**src/rtl/blink_scheduler_if.sv**
```systemverilog
// Bundle carrying enable/beat/speed strobes into blink_scheduler and its
// exponent, phase and LED outputs back out.
interface blink_scheduler_if #(
    parameter int EXP_W = 3
);
    logic             enable;
    logic             beat;
    logic             shift_left_1;
    logic             shift_right_1;
    logic             shift_left_2;
    logic             shift_right_2;
    logic [EXP_W-1:0] exp_1;
    logic [EXP_W-1:0] exp_2;
    logic [2:0]       phase;
    logic             led;
    logic             phase_done;

    modport master (
        output enable,
        output beat,
        output shift_left_1,
        output shift_right_1,
        output shift_left_2,
        output shift_right_2,
        input  exp_1,
        input  exp_2,
        input  phase,
        input  led,
        input  phase_done
    );

    modport slave (
        input  enable,
        input  beat,
        input  shift_left_1,
        input  shift_right_1,
        input  shift_left_2,
        input  shift_right_2,
        output exp_1,
        output exp_2,
        output phase,
        output led,
        output phase_done
    );
endinterface

```
**src/rtl/blink_scheduler.sv**
```systemverilog
// Saturating two-speed, phase-aware LED blink scheduler driven by beat ticks.
// Optional BLINK_SPEED_RESTART_EN: speed change restarts the running phase.
module blink_scheduler #(
    parameter int MAX_EXP     = 7,
    parameter int EXP_W       = 3,
    parameter int DEFAULT_EXP = 2
) (
    input logic              clock,
    input logic              reset,
    blink_scheduler_if.slave bus
);
    localparam int CNT_W = MAX_EXP;

    localparam logic [EXP_W-1:0] EXP_TOP = EXP_W'(MAX_EXP);
    localparam logic [EXP_W-1:0] EXP_RST = EXP_W'(DEFAULT_EXP);

    typedef enum logic [2:0] {
        IDLE = 3'd0,
        ON1  = 3'd1,
        OFF1 = 3'd2,
        ON2  = 3'd3,
        OFF2 = 3'd4
    } phase_e;

    logic [EXP_W-1:0] exp1_q;
    logic [EXP_W-1:0] exp1_d;
    logic [EXP_W-1:0] exp2_q;
    logic [EXP_W-1:0] exp2_d;
    phase_e           state_q;
    phase_e           state_d;
    logic [CNT_W-1:0] cnt_q;
    logic [CNT_W-1:0] cnt_d;
    logic             done_q;
    logic             done_d;

    logic idle_entry;
    logic running;
    logic tick_dec;
    logic tick_adv;

    // Beats remaining after the current one: 2^e - 1.
    function automatic logic [CNT_W-1:0] span(
        input logic [EXP_W-1:0] e
    );
        logic [CNT_W:0] one_hot;
        one_hot = (CNT_W+1)'(1) << e;
        return CNT_W'(one_hot - (CNT_W+1)'(1));
    endfunction

    function automatic logic [EXP_W-1:0] step_exp(
        input logic [EXP_W-1:0] e,
        input logic             dn,
        input logic             up
    );
        logic [EXP_W-1:0] r;
        r = e;
        unique case (1'b1)
            dn && !up: begin
                if (e != '0)
                    r = e - EXP_W'(1);
            end
            up && !dn: begin
                if (e < EXP_TOP)
                    r = e + EXP_W'(1);
            end
            default: ;
        endcase
        return r;
    endfunction

    function automatic phase_e next_phase(input phase_e p);
        phase_e n;
        case (p)
            ON1:     n = OFF1;
            OFF1:    n = ON2;
            ON2:     n = OFF2;
            default: n = ON1;
        endcase
        return n;
    endfunction

    function automatic logic [EXP_W-1:0] phase_exp(
        input phase_e           p,
        input logic [EXP_W-1:0] e1,
        input logic [EXP_W-1:0] e2
    );
        return (p == ON2 || p == OFF2) ? e2 : e1;
    endfunction

    always_comb begin
        exp1_d = step_exp(exp1_q, bus.shift_left_1, bus.shift_right_1);
        exp2_d = step_exp(exp2_q, bus.shift_left_2, bus.shift_right_2);
    end

    always_ff @(posedge clock or posedge reset) begin
        if (reset) begin
            exp1_q  <= EXP_RST;
            exp2_q  <= EXP_RST;
            state_q <= IDLE;
            cnt_q   <= '0;
            done_q  <= 1'b0;
        end else begin
            exp1_q  <= exp1_d;
            exp2_q  <= exp2_d;
            state_q <= state_d;
            cnt_q   <= cnt_d;
            done_q  <= done_d;
        end
    end

    assign idle_entry = bus.enable && (state_q == IDLE);
    assign running    = bus.enable && (state_q != IDLE);
    assign tick_dec   = running && bus.beat && (cnt_q != '0);
    assign tick_adv   = running && bus.beat && (cnt_q == '0);

    // Loads use the exponents registered at the load edge.
    always_comb begin
        state_d = state_q;
        cnt_d   = cnt_q;
        done_d  = 1'b0;
        unique case (1'b1)
            !bus.enable: begin
                state_d = IDLE;
                cnt_d   = '0;
            end
            idle_entry: begin
                state_d = ON1;
                cnt_d   = span(exp1_q);
            end
            tick_dec: begin
                cnt_d = cnt_q - CNT_W'(1);
            end
            tick_adv: begin
                state_d = next_phase(state_q);
                cnt_d   = span(phase_exp(state_d, exp1_q, exp2_q));
                done_d  = 1'b1;
            end
            default: ;
        endcase
`ifdef BLINK_SPEED_RESTART_EN
        if (state_d != IDLE &&
            phase_exp(state_d, exp1_d, exp2_d) !=
            phase_exp(state_d, exp1_q, exp2_q))
            cnt_d = span(phase_exp(state_d, exp1_d, exp2_d));
`endif
    end

    always_comb begin
        bus.exp_1      = exp1_q;
        bus.exp_2      = exp2_q;
        bus.phase      = state_q;
        bus.phase_done = done_q;
        bus.led        = 1'b0;
        unique case (state_q)
            ON1, ON2: bus.led = 1'b1;
            default:  ;
        endcase
    end
endmodule

```
**src/flat_wrapper.sv**
```systemverilog
// flat-port wrapper written by rule: the top's interface ports become plain ports
module blink_scheduler_flat 
#(
    parameter int MAX_EXP     = 7,
    parameter int EXP_W       = 3,
    parameter int DEFAULT_EXP = 2
)
  (clock, reset, bus_enable, bus_beat, bus_shift_left_1, bus_shift_right_1, bus_shift_left_2, bus_shift_right_2, bus_exp_1, bus_exp_2, bus_phase, bus_led, bus_phase_done);
  blink_scheduler_if #(.EXP_W(EXP_W)) bus_i ();
  input logic clock;
  input logic reset;
  input wire logic [$bits(bus_i.enable)-1:0] bus_enable;
  input wire logic [$bits(bus_i.beat)-1:0] bus_beat;
  input wire logic [$bits(bus_i.shift_left_1)-1:0] bus_shift_left_1;
  input wire logic [$bits(bus_i.shift_right_1)-1:0] bus_shift_right_1;
  input wire logic [$bits(bus_i.shift_left_2)-1:0] bus_shift_left_2;
  input wire logic [$bits(bus_i.shift_right_2)-1:0] bus_shift_right_2;
  output wire logic [$bits(bus_i.exp_1)-1:0] bus_exp_1;
  output wire logic [$bits(bus_i.exp_2)-1:0] bus_exp_2;
  output wire logic [$bits(bus_i.phase)-1:0] bus_phase;
  output wire logic [$bits(bus_i.led)-1:0] bus_led;
  output wire logic [$bits(bus_i.phase_done)-1:0] bus_phase_done;
  assign bus_i.enable = bus_enable;
  assign bus_i.beat = bus_beat;
  assign bus_i.shift_left_1 = bus_shift_left_1;
  assign bus_i.shift_right_1 = bus_shift_right_1;
  assign bus_i.shift_left_2 = bus_shift_left_2;
  assign bus_i.shift_right_2 = bus_shift_right_2;
  assign bus_exp_1 = bus_i.exp_1;
  assign bus_exp_2 = bus_i.exp_2;
  assign bus_phase = bus_i.phase;
  assign bus_led = bus_i.led;
  assign bus_phase_done = bus_i.phase_done;
  blink_scheduler #(.MAX_EXP(MAX_EXP), .EXP_W(EXP_W), .DEFAULT_EXP(DEFAULT_EXP)) u_core (.clock(clock), .reset(reset), .bus(bus_i));
endmodule
```
**config.mk**
```make
export PLATFORM = sky130hd
export DESIGN_NAME = blink_scheduler_flat
export DESIGN_NICKNAME = d
export VERILOG_FILES = /design/src/rtl/blink_scheduler_if.sv /design/src/rtl/blink_scheduler.sv /design/src/flat_wrapper.sv
export SDC_FILE = /design/constraint.sdc
export NUM_CORES = 1
export LEC_CHECK = 0
export CAP_MARGIN = 20
export CORE_UTILIZATION = 57
export CTS_CLUSTER_DIAMETER = 100
export CTS_CLUSTER_SIZE = 28
export DETAILED_ROUTE_END_ITERATION = 12
export GPL_TIMING_DRIVEN = 0
export PLACE_DENSITY = 0.82
export SYNTH_ARGS = -nofsm -noshare
export SYNTH_HDL_FRONTEND = slang
export SYNTH_SLANG_ARGS = --single-unit
```
**constraint.sdc**
```tcl
create_clock -name clock -period 4.09 [get_ports clock]
set_clock_uncertainty 0.2 [all_clocks]
set_input_delay 0.818 -clock clock [delete_from_list [all_inputs] [get_ports clock]]
set_output_delay 0.818 -clock clock [all_outputs]
set_load 0.01 [all_outputs]
```
== Word level (Yosys, flattened, before mapping) ==
Index checks and enable logic that the tools add are counted.
Word-level totals
  register bits: 17
  logic and storage cells: 66
Cells by class
  mux-type cells: 13
  shifts and indexed selects: 2
  $add $sub $neg: 7
  reduce and logical (&&, ||, !) cells: 28
  equality and inequality tests: 9
  order comparisons: 2
Operators with widths (count)
  case mux 7 bit (4 select lines): 1
  subtractor 7 x 1 -> 7 bit (second input constant): 3
  two-way mux 3 bit: 6
  case mux 3 bit (3 select lines): 2
  left shift 1 x 3 -> 7 bit (first input constant): 2
  case mux 3 bit (2 select lines): 2
  nonzero test 3 bit: 4
  == test 3 x 2 -> 1 bit (second input constant): 3
  logical AND 1 bit: 9
  inequality test 2 bit (second input constant): 4
  logical NOT 7 bit: 1
  nonzero test 7 bit: 1
  adder 3 x 1 -> 3 bit (second input constant): 2
  < comparator 3 bit (second input constant): 2
  AND reduction 3 bit: 2
  subtractor 3 x 1 -> 3 bit (second input constant): 2
  logical NOT 1 bit: 5
  nonzero test 2 bit: 2
  nonzero test 4 bit: 1
  == test 3 x 1 -> 1 bit (second input constant): 1
  == test 3 bit (second input constant): 1
  logical NOT 3 bit: 1
  two-way mux 1 bit: 2
  OR reduction 2 bit: 1
  logical OR 1 bit: 1

== Longest topological paths before layout ==
  depth after elaboration: 11
  depth in mapped cells: 7

== Least setup slack after synthesis ==
Ideal clock, no wire load.
  kind: input port to flip-flop
  start: input bus_shift_right_2
  end: register u_core.exp2_q[1], in the netlist u_core.bus.exp_2[1]
  cell stages on the path: 7
  data arrival time: 2.093 ns
  path slack: 1.708 ns
  data required time: 3.801 ns
  library setup time: 0.089 ns
  path through: nor2b_1 -> inv_1 -> fa_1 -> inv_1 -> nor2_1 -> o22ai_1 -> a211oi_1
RTL lines
  from (decl): line flat_wrapper.sv:17  | input wire logic [$bits(bus_i.shift_right_2)-1:0] bus_shift_right_2;
  logical NOT 1 bit: line blink_scheduler.sv:58  | dn && !up: begin
  logical AND 1 bit: line blink_scheduler.sv:58
  case mux 3 bit (2 select lines) *: line blink_scheduler.sv:57  | unique case (1'b1)
  named net u_core.exp2_d[1]: line blink_scheduler.sv:28  | logic [EXP_W-1:0] exp2_d;
  to (signal assigned): line blink_scheduler.sv:104  | exp2_q <= exp2_d;
  to (decl): line blink_scheduler.sv:27  | logic [EXP_W-1:0] exp2_q;
The timed path passes the listed nets; every way through them passes the cells marked *.
A chain may end at the register's enable or synchronous reset.

== Final worst setup path ==
Ends and elaborated chain as after synthesis.

==> flow_summary.yaml <==
status:
  status: "completed"
logic_synthesis:
  synthCells: 174
  main_combinational_cell_family_by_area_after_synthesis: "compound AO/OA/AOI/OAI gates"
  synthesis.area_per_instance_um2: 8.46
  post_synth_fa_ha_maj_area_fraction: 0.0272
  synth_enable_flop_cells: 0
  yosys-top-cells-area: "dfrtp_1 25%, nor2_1 5.4%, mux2i_1 4.8%, clkbuf_8 3.7%, dfstp_2 3.6%"
  synth.area.mux_share: 0.0476
  ys_dominant_reg_cell: "dfrtp_1"
  synth-compound-area-share: 0.286
  mappedNetlistNets: 184
  post-synth-top-area-cell: "dfrtp_1"
  synth_seq_area_share: 0.291
  async_set_or_reset_flop_fraction_in_the_synthesized_netlist: 1.00
  synthXorXnorAreaFrac: 0
  number_of_distinct_library_cell_variants_in_the_gate_level_netlist_after_synthesis: 50
  post_synthesis_instance_area_mm2: 0.00147
  ys_warn_count: 0
  synth.ff_latch_count: 17
  netlist.area_leader.share: 0.255
  synth_simple_gate_area_frac: 0.252
sta:
  post-route-min-period_ns: 2.87
  hold_ws_ns: 0.406
  setup_tns_ns: 0
  setup_viol: 0
  report.final.slew_viol_count: 0
  layout_worst_path_cycle_share: 0.701
  fmaxAchievable_ghz: 0.349
  unrepaired_setup_endpoints_after_global_routing: "false"
  timing.final.hold_violations: 0
  maxSlewHeadroom: 0.497
  worst_slew_pin_slew_ns: 0.749
setup_path:
  crit_arrival_ns: 2.90
  cp-end-kind: "flip-flop"
  setup.worst_path.start_class: "input pin"
  worstSetupPathType: "in2reg"
  crit_fanout: 6
  r2r.worst_path.cells: 5
  required_ns: 4.12
clock_tree:
  cts_post_setup_buffers_inserted: 0
  root_buffer: "clkbuf_4"
  clock_pin_slew_of_the_registers_on_the_worst_case_setup_and_hold_paths_ns: 0.11
  cts-buffers-inserted: 3
  clk_path_buf_depth: 2
  insertion_delay_of_the_later_clocked_pin_in_the_worst_skew_pair_ns: 0.31
  cts.hold.buffers_added: 0
  clock-sinks: 17
  tritoncts: "done"
  h-tree-depth: 1
  post_cts.resized_instances: 0
floorplan:
  chipWidth_um: 52.8
  floorplan.core_area_mm2: 0.00245
  start_util: 0.600
  design.portCount: 19
  dieHeight_um: 52.8
  std_cell_rows: 18
  die_area_mm2: 0.00279
flow_run:
  timing.max_cap.violations: 0
grt:
  largest_net_degree_at_the_start_of_global_routing: 18
  antenna_found_initial: 0
  grt_pass1_wl_um: 5840
  grt_usage: 0.286
  number_of_global_route_vias_before_repair: 1309
  globalRouteOverflowTotal: 0
place:
  gp_routability_congestion: 0.885
  port_buffers: 18
  detailedPlacementHpwl_um: 2570
  postPlaceCellArea_mm2: 0.00169
detailed_routing:
  detail_route.iter0.violations: 48
  via_per_inst: 6.28
  ant_nets: 0
  dr_total_vias: 1419
  number_of_detailed_route_iterations_in_the_first_pass: 4
  routedWlPerCell_um: 15.3
  drcViolationCount: 0
  finalWirelength_um: 3470
pwr:
  total_power_w: 0.00108
  total_leakage_power_nw: 0.714
  p_per_area_mw_per_mm2: 630
  vdd_ir_drop_max_v: 0.000464
cells_and_area:
  finalInstanceArea_mm2: 0.00172
  fin_nets: 207
  nFillCells: 218
  area_growth_syn_to_layout_pct: 16.7
  drive_above_1_share: 0.112
  num_antenna_cells: 0
hold_path:
  class_of_the_tightest_hold_or_removal_check: "reg2reg"
  whs_path_depth: 2
[layout by cell type, fill, tap and decap left out, types with 2 or more instances in the layout]
cell type,count
o221ai_1,2
o21a_1,2
clkdlybuf4s50_1,18
mux2i_1,7
buf_4,3
a21boi_0,2
nor2_1,21
nand3_1,3
o22ai_1,8
fa_1,2
buf_6,2
inv_1,9
clkbuf_8,4
a211oi_1,5
clkbuf_4,3
nand2b_1,4
dfrtp_1,15
o21ai_0,8
or3_1,2
nor2b_1,6
clkbuf_1,2
nand2_1,14
and3_1,2
a31oi_1,3
dfstp_2,2
o311a_1,2
nor3_1,8
a21oi_1,10
o31ai_1,3
[power breakdown]
| part | internal (W) | leakage, nW | switching [W] | total, W |
|---|---|---|---|---|
| Clock | 0.0000366 | 0.0177 | 0.0000606 | 0.0000972 |
| Combinational | 0.000311 | 0.482 | 0.000370 | 0.000681 |
| Sequential | 0.000233 | 0.214 | 0.0000708 | 0.000304 |
[sequential cells by signal (all words and copies together), names as in the netlist]
name                   flops
u_core.bus.phase           3
u_core.bus.exp_1           3
u_core.bus.exp_2           3
u_core.bus.phase_done      1
u_core.cnt_q               7
[final cells by class]
cell class	count	area, um^2	share of cell area
clock buffer	3	22.5	0.0131
tap	30	37.5	0.0218
clock inverter	1	5.00	0.00291
inverter	9	33.8	0.0197
buffer	11	108	0.0626
timing repair buffer	18	180	0.105
sequential	17	428	0.249
multi-input combinational	137	903	0.526
[kinds of logic after synthesis]
| group | count (synthesis) |
|---|---|
| AND/OR/NAND/NOR | 70 |
| AO/OA/AOI/OAI | 58 |
| buffers and inverters | 20 |
| flip-flops | 17 |
| multiplexers | 7 |
| adder cells (fa/ha/maj) | 2 |
[critical path, stage by stage]
cell	delay [ns]
clkdlybuf4s50_1	0.57
nor2b_1	0.33
inv_1	0.14
fa_1	0.57
inv_1	0.08
nor2_1	0.10
o22ai_1	0.08
a211oi_1	0.21
[worst paths after layout]
| kind | to | slack (ns) | from |
|---|---|---|---|
| min reg2reg | u_core.cnt_q[0] | 0.41 | u_core.cnt_q[0] |
| max reg2reg | u_core.cnt_q[3] | 1.75 | u_core.cnt_q[0] |
| max in group asynchronous | u_core.bus.exp_2[0] | 2.54 | reset |
| min | u_core.cnt_q[0] | 0.41 | u_core.cnt_q[0] |
| min in group asynchronous | u_core.bus.exp_1[2] | 0.71 | reset |
| max | u_core.bus.exp_2[1] | 1.22 | bus_shift_right_2 |
[cell usage after synthesis (3+ instances only)]
cell type	count
nor2b_1	6
nand2_1	14
o31ai_1	3
mux2i_1	7
nand3_1	3
o22ai_1	8
dfrtp_1	15
a31oi_1	3
inv_1	9
o21ai_0	8
a211oi_1	5
buf_4	3
nor3_1	8
clkbuf_8	4
a21oi_1	10
nor2_1	21
nand2b_1	4
[layer usage]
layer  track usage  wire length, um
met5             0                0
met4        0.0526               18
met3        0.0638              155
met2         0.464             1660
met1         0.388             1630
[stage by stage]
step                setup slack, ns  std cells   util
finish                         1.22        226  0.700
global route                   1.16        226  0.700
CTS                            1.28        226  0.700
detailed placement            0.974        222  0.689
global placement               1.02        222  0.689
floorplan                      1.71        174      -
Note: power is estimated with default switching activity, not from simulation.
